[config.mk]
export PLATFORM = sky130hd
export DESIGN_NAME = dds_sweep_controller_flat
export DESIGN_NICKNAME = d
export VERILOG_FILES = /design/src/rtl/dds_sweep_controller_pkg.sv /design/src/rtl/dds_sweep_controller_if.sv /design/src/rtl/dds_sweep_controller_dwell_timer.sv /design/src/rtl/dds_sweep_controller.sv /design/src/flat_wrapper.sv
export SDC_FILE = /design/constraint.sdc
export NUM_CORES = 1
export LEC_CHECK = 0
export ABC_AREA = 0
export BUFFER_PORTS_ARGS = -buffer_cell sky130_fd_sc_hd__buf_2
export CORE_MARGIN = 2
export CORE_UTILIZATION = 60
export CTS_CLUSTER_DIAMETER = 30
export CTS_CLUSTER_SIZE = 40
export DETAILED_ROUTE_END_ITERATION = 10
export PLACE_DENSITY = 0.82
export SYNTH_ARGS = -nofsm -noshare
export SYNTH_HDL_FRONTEND = slang
export SYNTH_SLANG_ARGS = --single-unit
[constraint.sdc]
create_clock -name clk -period 4 [get_ports clk]
set_input_delay 0.2 -clock clk [delete_from_list [all_inputs] [get_ports clk]]
set_output_delay 0.2 -clock clk [all_outputs]
set_load 0.1 [all_outputs]
[src/rtl/dds_sweep_controller_pkg.sv]
// Shared widths, sweep mode encodings and controller state type for the DDS sweep block.
package dds_pkg;

  localparam int FREQ_W  = 28;
  localparam int DWELL_W = 16;
  localparam int COUNT_W = 12;

  localparam logic [1:0] SWEEP_SINGLE = 2'b00;
  localparam logic [1:0] SWEEP_LOOP   = 2'b01;
  localparam logic [1:0] SWEEP_TRI    = 2'b10;

  typedef enum logic [1:0] {
    IDLE  = 2'b00,
    DWELL = 2'b01,
    STEP  = 2'b10,
    DONE  = 2'b11
  } sweep_state_e;

  // A programmed dwell of 0 behaves as 1; the timer counts down to zero inclusive.
  function automatic logic [DWELL_W-1:0] dwell_reload(input logic [DWELL_W-1:0] dwell);
    return (dwell == {DWELL_W{1'b0}}) ? {DWELL_W{1'b0}} : dwell - DWELL_W'(1);
  endfunction

endpackage

[src/rtl/dds_sweep_controller_if.sv]
// Configuration/control and frequency-output bundle between the register bank, sweep controller and accumulator.
interface dds_sweep_controller_if;
  import dds_pkg::*;

  logic [FREQ_W-1:0]  cfg_start_freq;
  logic [FREQ_W-1:0]  cfg_step;
  logic [COUNT_W-1:0] cfg_count;
  logic [DWELL_W-1:0] cfg_dwell;
  logic [1:0]         cfg_mode;
  logic               start;
  logic               abort;
  logic [FREQ_W-1:0]  freq_out;
  logic               freq_valid;
  logic               busy;
  logic               done;
  logic [COUNT_W-1:0] step_index;

  modport master (
    output cfg_start_freq, cfg_step, cfg_count, cfg_dwell, cfg_mode, start, abort,
    input  freq_out, freq_valid, busy, done, step_index
  );

  modport slave (
    input  cfg_start_freq, cfg_step, cfg_count, cfg_dwell, cfg_mode, start, abort,
    output freq_out, freq_valid, busy, done, step_index
  );
endinterface

[src/rtl/dds_sweep_controller_dwell_timer.sv]
// Per-point dwell countdown: load a reload value, count down to zero, flag expiry (registered).
module dds_dwell_timer
  import dds_pkg::*;
(
  input  logic               clk,
  input  logic               rst_n,
  input  logic               load_i,
  input  logic [DWELL_W-1:0] load_val_i,
  output logic               expired_o
);

  logic [DWELL_W-1:0] cnt_q, cnt_d;
  logic               expired_q;

  // Next count: load has priority, otherwise saturating decrement.
  always_comb begin
    cnt_d = cnt_q;
    if (load_i) begin
      cnt_d = load_val_i;
    end else if (cnt_q != {DWELL_W{1'b0}}) begin
      cnt_d = cnt_q - DWELL_W'(1);
    end else begin
      cnt_d = cnt_q;
    end
  end

  // Counter and expiry flag registers.
  always_ff @(posedge clk) begin
    if (!rst_n) begin
      cnt_q     <= {DWELL_W{1'b0}};
      expired_q <= 1'b0;
    end else begin
      cnt_q     <= cnt_d;
      expired_q <= (cnt_d == {DWELL_W{1'b0}});
    end
  end

  assign expired_o = expired_q;

endmodule

[src/rtl/dds_sweep_controller.sv]
// DDS frequency sweep sequencer: single, looping and triangle sweeps of a tuning word.
// Optional build macro DDS_SWEEP_EXT_TRIG_EN replaces the dwell timer with an external step_trig edge.
module dds_sweep_controller
  import dds_pkg::*;
(
  input logic clk,
  input logic rst_n,
`ifdef DDS_SWEEP_EXT_TRIG_EN
  input logic step_trig,
`endif
  dds_sweep_controller_if.slave bus
);

  sweep_state_e       state_q, state_d;
  logic [FREQ_W-1:0]  start_freq_q, start_freq_d;
  logic [FREQ_W-1:0]  step_q, step_d;
  logic [COUNT_W-1:0] count_q, count_d;
  logic [DWELL_W-1:0] dwell_q, dwell_d;
  logic [1:0]         mode_q, mode_d;
  logic               dir_up_q, dir_up_d;
  logic [FREQ_W-1:0]  freq_q, freq_d;
  logic [COUNT_W-1:0] idx_q, idx_d;
  logic               valid_q, valid_d;
  logic               busy_q, busy_d;
  logic               done_q, done_d;
  logic               step_now_s;

`ifdef DDS_SWEEP_EXT_TRIG_EN
  logic trig_q;

  // Registered copy of step_trig for rising-edge detection.
  always_ff @(posedge clk) begin
    if (!rst_n) begin
      trig_q <= 1'b0;
    end else begin
      trig_q <= step_trig;
    end
  end

  assign step_now_s = step_trig & ~trig_q;
`else
  logic               load_s;
  logic [DWELL_W-1:0] load_val_s;

  // On start the latches are not yet valid, so reload from the live config.
  assign load_s     = (state_d == DWELL) && (state_q != DWELL);
  assign load_val_s = (state_q == IDLE) ? dwell_reload(bus.cfg_dwell) : dwell_reload(dwell_q);

  dds_dwell_timer u_dwell_timer (
    .clk        (clk),
    .rst_n      (rst_n),
    .load_i     (load_s),
    .load_val_i (load_val_s),
    .expired_o  (step_now_s)
  );
`endif

  // Next-state and next-output logic.
  always_comb begin
    state_d      = state_q;
    start_freq_d = start_freq_q;
    step_d       = step_q;
    count_d      = count_q;
    dwell_d      = dwell_q;
    mode_d       = mode_q;
    dir_up_d     = dir_up_q;
    freq_d       = freq_q;
    idx_d        = idx_q;
    valid_d      = 1'b0;
    done_d       = 1'b0;

    case (state_q)
      IDLE: begin
        if (bus.start && !bus.abort) begin
          start_freq_d = bus.cfg_start_freq;
          step_d       = bus.cfg_step;
          count_d      = bus.cfg_count;
          dwell_d      = bus.cfg_dwell;
          mode_d       = bus.cfg_mode;
          dir_up_d     = 1'b1;
          freq_d       = bus.cfg_start_freq;
          idx_d        = {COUNT_W{1'b0}};
          valid_d      = 1'b1;
          state_d      = DWELL;
        end else begin
          state_d = IDLE;
        end
      end
      DWELL: begin
        if (bus.abort) begin
          state_d = IDLE;
          done_d  = 1'b1;
        end else if (step_now_s) begin
          state_d = STEP;
        end else begin
          state_d = DWELL;
        end
      end
      STEP: begin
        if (bus.abort) begin
          state_d = IDLE;
          done_d  = 1'b1;
        end else begin
          state_d = DWELL;
          valid_d = 1'b1;
          if (dir_up_q && (idx_q < count_q)) begin
            freq_d = freq_q + step_q;
            idx_d  = idx_q + COUNT_W'(1);
          end else if (!dir_up_q && (idx_q != {COUNT_W{1'b0}})) begin
            freq_d = freq_q - step_q;
            idx_d  = idx_q - COUNT_W'(1);
          end else begin
            // At an end of the range; count==0 triangle simply reissues the point.
            case (mode_q)
              SWEEP_LOOP: begin
                freq_d = start_freq_q;
                idx_d  = {COUNT_W{1'b0}};
              end
              SWEEP_TRI: begin
                if (count_q == {COUNT_W{1'b0}}) begin
                  freq_d = freq_q;
                end else if (dir_up_q) begin
                  dir_up_d = 1'b0;
                  freq_d   = freq_q - step_q;
                  idx_d    = idx_q - COUNT_W'(1);
                end else begin
                  dir_up_d = 1'b1;
                  freq_d   = freq_q + step_q;
                  idx_d    = idx_q + COUNT_W'(1);
                end
              end
              default: begin
                state_d = DONE;
                valid_d = 1'b0;
                done_d  = 1'b1;
              end
            endcase
          end
        end
      end
      DONE: begin
        state_d = IDLE;
        done_d  = bus.abort;
      end
      default: begin
        state_d = IDLE;
      end
    endcase

    busy_d = (state_d == DWELL) || (state_d == STEP);
  end

  // State, configuration latches and registered outputs.
  always_ff @(posedge clk) begin
    if (!rst_n) begin
      state_q      <= IDLE;
      start_freq_q <= {FREQ_W{1'b0}};
      step_q       <= {FREQ_W{1'b0}};
      count_q      <= {COUNT_W{1'b0}};
      dwell_q      <= {DWELL_W{1'b0}};
      mode_q       <= 2'b00;
      dir_up_q     <= 1'b1;
      freq_q       <= {FREQ_W{1'b0}};
      idx_q        <= {COUNT_W{1'b0}};
      valid_q      <= 1'b0;
      busy_q       <= 1'b0;
      done_q       <= 1'b0;
    end else begin
      state_q      <= state_d;
      start_freq_q <= start_freq_d;
      step_q       <= step_d;
      count_q      <= count_d;
      dwell_q      <= dwell_d;
      mode_q       <= mode_d;
      dir_up_q     <= dir_up_d;
      freq_q       <= freq_d;
      idx_q        <= idx_d;
      valid_q      <= valid_d;
      busy_q       <= busy_d;
      done_q       <= done_d;
    end
  end

  assign bus.freq_out   = freq_q;
  assign bus.freq_valid = valid_q;
  assign bus.busy       = busy_q;
  assign bus.done       = done_q;
  assign bus.step_index = idx_q;

endmodule

[src/flat_wrapper.sv]
// flat-port wrapper written by rule: the top's interface ports become plain ports
module dds_sweep_controller_flat import dds_pkg::*;
  (clk, rst_n, bus_cfg_start_freq, bus_cfg_step, bus_cfg_count, bus_cfg_dwell, bus_cfg_mode, bus_start, bus_abort, bus_freq_out, bus_freq_valid, bus_busy, bus_done, bus_step_index);
  dds_sweep_controller_if bus_i ();
  input logic clk;
  input logic rst_n;
  input wire logic [$bits(bus_i.cfg_start_freq)-1:0] bus_cfg_start_freq;
  input wire logic [$bits(bus_i.cfg_step)-1:0] bus_cfg_step;
  input wire logic [$bits(bus_i.cfg_count)-1:0] bus_cfg_count;
  input wire logic [$bits(bus_i.cfg_dwell)-1:0] bus_cfg_dwell;
  input wire logic [$bits(bus_i.cfg_mode)-1:0] bus_cfg_mode;
  input wire logic [$bits(bus_i.start)-1:0] bus_start;
  input wire logic [$bits(bus_i.abort)-1:0] bus_abort;
  output wire logic [$bits(bus_i.freq_out)-1:0] bus_freq_out;
  output wire logic [$bits(bus_i.freq_valid)-1:0] bus_freq_valid;
  output wire logic [$bits(bus_i.busy)-1:0] bus_busy;
  output wire logic [$bits(bus_i.done)-1:0] bus_done;
  output wire logic [$bits(bus_i.step_index)-1:0] bus_step_index;
  assign bus_i.cfg_start_freq = bus_cfg_start_freq;
  assign bus_i.cfg_step = bus_cfg_step;
  assign bus_i.cfg_count = bus_cfg_count;
  assign bus_i.cfg_dwell = bus_cfg_dwell;
  assign bus_i.cfg_mode = bus_cfg_mode;
  assign bus_i.start = bus_start;
  assign bus_i.abort = bus_abort;
  assign bus_freq_out = bus_i.freq_out;
  assign bus_freq_valid = bus_i.freq_valid;
  assign bus_busy = bus_i.busy;
  assign bus_done = bus_i.done;
  assign bus_step_index = bus_i.step_index;
  dds_sweep_controller u_core (.clk(clk), .rst_n(rst_n), .bus(bus_i));
endmodule
==> flow_metrics.tcl <==
set metrics [dict create \
    setup_slack_ns 0.302 \
    hold_viol_final 12 \
    nFillCells 1527 \
    hold_class "in2reg" \
    setup_viol 0 \
    synth_warnings 0 \
    vias_per_cell 6.35 \
    synth_area_leaders "dfxtp_1 27%, nand2_1 8.7%, ha_1 8.5%" \
    synth_cell_types 82 \
    async_reset_ff_share_pct 0 \
    antenna_found_initial 0 \
    grt_max_degree 72 \
    dp.cells 1800 \
    path_class "reg2reg" \
    ctsRootBufferMaster "clkbuf_16" \
    violations "hold timing" \
    antennaDiodeCount 0 \
    yosysTopAreaCell "dfxtp_1" \
    slew_viol_final 0 \
    cts_htree_levels 4 \
    leakagePower_nw 5.22 \
    std_cell_rows 49 \
    nNetsFinal 1773 \
    drive_gt1_share_pct 14.2 \
    clkTransAtPathRegs_ns 0.07 \
    core_area_um2 17800 \
    finalSetupTns_ns 0 \
    rsz0062_at_grt "false" \
    syn_to_final_growth_pct 15.6 \
    crit_start "u_core.count_q[9]" \
    synthTopCellsByCount "252 x nand2_1, 179 x a21oi_1, 149 x dfxtp_1" \
    post-route-min-period_ns 3.70 \
    die_w_um 138 \
    die-area_um2 19200 \
    postSynthNetCount 1659 \
    numPortBuffers 132 \
    wl_per_cell_um 18.6 \
    vdd_drop_max_v 0.000368 \
    hold_slack_ns -0.00867 \
    tightestPinTransition_ns 1.06 \
    ys_seq_area_share_pct 27.5 \
    ys.flop_type "dfxtp_1" \
    status "finished, violations left" \
    syn_inst 1493 \
    synth_most_common_cell "nand2_1" \
    grt_pass1_wl_mm 56.1 \
    finalCritPeriodShare_pct 92.4 \
    vias 11700 \
    finalNonFillerCells 1848 \
    synth_edf_count 0 \
    r2r_start "u_core.count_q[9]" \
    slew_headroom_pct 29.3 \
    synth_area_um2 10900 \
    initial_utilization_pct 60.8 \
    gp_congestion 0.987 \
    cts_buffers 17 \
    grtUsageTotal_pct 35.4 \
    clock_latency_ns 0.45 \
    ant_nets 0 \
    dp_hpwl_mm 24.4 \
    first_pass_iters 6 \
    routed_wl_mm 34.4 \
    io_pins 133 \
    crit_required_ns 4.35 \
    path_max_fanout 16 \
    r2r_setup_slack_ns 0.30 \
    cts_buffer_depth 2 \
    ys_seq_elements 149 \
    endpoint "u_core.u_dwell_timer.expired_o" \
    regToRegEndpoint "u_core.u_dwell_timer.expired_o" \
    synth.avg_cell_area_um2 7.27 \
    cts_tree "built" \
    grt_pass1_vias 11200 \
    placed_area_um2 11700 \
    skew_ns 0.0111 \
    powerDensity_nw_per_um2 402 \
    first_iter_violations 1234 \
    cp.arrival_ns 4.05 \
    timing.fmax_ghz 0.270 \
    r2r_cells 17 \
    grt.overflow.total 0 \
    worst_setup_path_start_kind "flip-flop" \
    cts.sinks 149 \
    drv_cap 0 \
    dp_slack_ns 0.200 \
    final_cell_area_um2 12500 \
    die-height_um 138 \
    yosysTopAreaCellShare_pct 27.5 \
    end_kind "flip-flop" \
    drc 0 \
]
## report_power, final
| part | switching (mW) | total (mW) | internal, mW | leakage, nW |
|---|---|---|---|---|
| Combinational | 1.03 | 1.61 | 0.578 | 3.70 |
| Sequential | 0.0991 | 1.68 | 1.58 | 1.22 |
| Clock | 0.686 | 1.74 | 1.06 | 0.299 |
## worst min-delay path by stage
stage	to	slack [ns]	cells past startpoint	from
floorplan	u_core.start_freq_q[20]	0.34	2	bus_cfg_start_freq[20]
global placement	u_core.step_q[13]	0.44	3	bus_cfg_step[13]
detailed placement	u_core.step_q[20]	0.45	3	bus_cfg_step[20]
CTS	u_core.step_q[26]	0.0003	3	bus_cfg_step[26]
global route	u_core.step_q[6]	0.0007	3	bus_cfg_step[6]
finish	u_core.step_q[26]	-0.009	3	bus_cfg_step[26]
## sequential cells by signal, indices dropped and copies added (netlist names)
name / cells
u_core.mode_q: 2
u_core.bus.step_index: 12
u_core.bus.busy: 1
u_core.count_q: 12
u_core.step_q: 28
u_core.bus.done: 1
u_core.bus.freq_valid: 1
u_core.dwell_q: 16
u_core.u_dwell_timer.expired_o: 1
u_core.dir_up_q: 1
u_core.bus.freq_out: 28
u_core.state_q: 2
u_core.start_freq_q: 28
u_core.u_dwell_timer.cnt_q: 16
## final cells by class
class,count,area (µm²),area share [%]
Multi-Input combinational cell,1174,7220,57.6
Sequential cell,149,3000,23.9
Tap cell,229,287,2.28
Clock buffer,22,485,3.87
Clock inverter,9,140,1.12
Inverter,82,310,2.47
Timing Repair Buffer,183,1100,8.76
## kinds of logic (layout without fill, tap and decap cells)
family / Yosys count / after routing / synth area share [%]
compound gates: 461 / 461 / 27.5
xor+xnor: 64 / 64 / 5.17
fa+ha+maj: 76 / 76 / 8.90
buf+inv: 170 / 296 / 6.15
flops: 149 / 149 / 27.5
mux: 9 / 9 / 0.865
simple gates: 564 / 564 / 24.0
## worst max-delay path, stage by stage (launching register included)
cell	delay (ns)
dfxtp_1	0.36
inv_1	0.06
ha_1	0.30
a211oi_1	0.22
nand4b_1	0.18
a211oi_2	0.44
or2_0	0.23
nor2_2	0.10
nand3_1	0.08
a21o_1	0.13
ha_1	0.23
and2_2	0.35
o221ai_1	0.16
a21boi_0	0.17
nor2_1	0.11
and3_1	0.16
nand3b_1	0.07
nor4_1	0.25
## metrics by stage
step / power, mW / hold slack, ns / util, %
detailed placement: 3.26 / 0.445 / 65.8
global placement: 3.24 / 0.440 / 65.8
CTS: 4.99 / 0.000261 / 70.3
floorplan: 2.84 / 0.336 / -
global route: 5.25 / 0.000716 / 70.3
finish: 5.04 / -0.00867 / 70.3
## metal layers
metal / vias to the layer above / GRT usage (%) / part of all wire [%]
met5: - / 0 / 0
met3: 130 / 6.79 / 8.3
met4: 0 / 14.8 / 3.6
met2: 569 / 58.8 / 47
met1: 5480 / 45.4 / 41
li1: 5562 / - / -
## repair_timing
action | in CTS | in global routing
hold buffers | 17 | 0
resized for setup | 0 | 2
setup buffers | 0 | 0
setup endpoints to repair | 0 | 1
hold endpoints to repair | 17 | 0
## cells in the final DEF, fill, tap and decap left out, types with 9 or more instances in the layout
master,instances
nand2_1,252
a21oi_1,179
dfxtp_1,139
buf_2,132
nor2_1,121
inv_1,80
ha_1,74
o21ai_0,66
nor3_1,36
xnor2_1,36
buf_4,33
xor2_1,28
nand3_1,22
a211oi_1,20
or3_1,19
o221ai_1,18
clkbuf_16,18
nor4_1,17
dlygate4sd3_1,17
a21o_1,15
o22ai_1,14
o21bai_1,13
a31oi_1,13
o21a_1,12
nand2b_1,12
and2_1,12
o211ai_1,11
and3_1,11
a221oi_1,11
nand4_1,10
or4_1,9
Note: power is estimated with default switching activity, not from simulation.
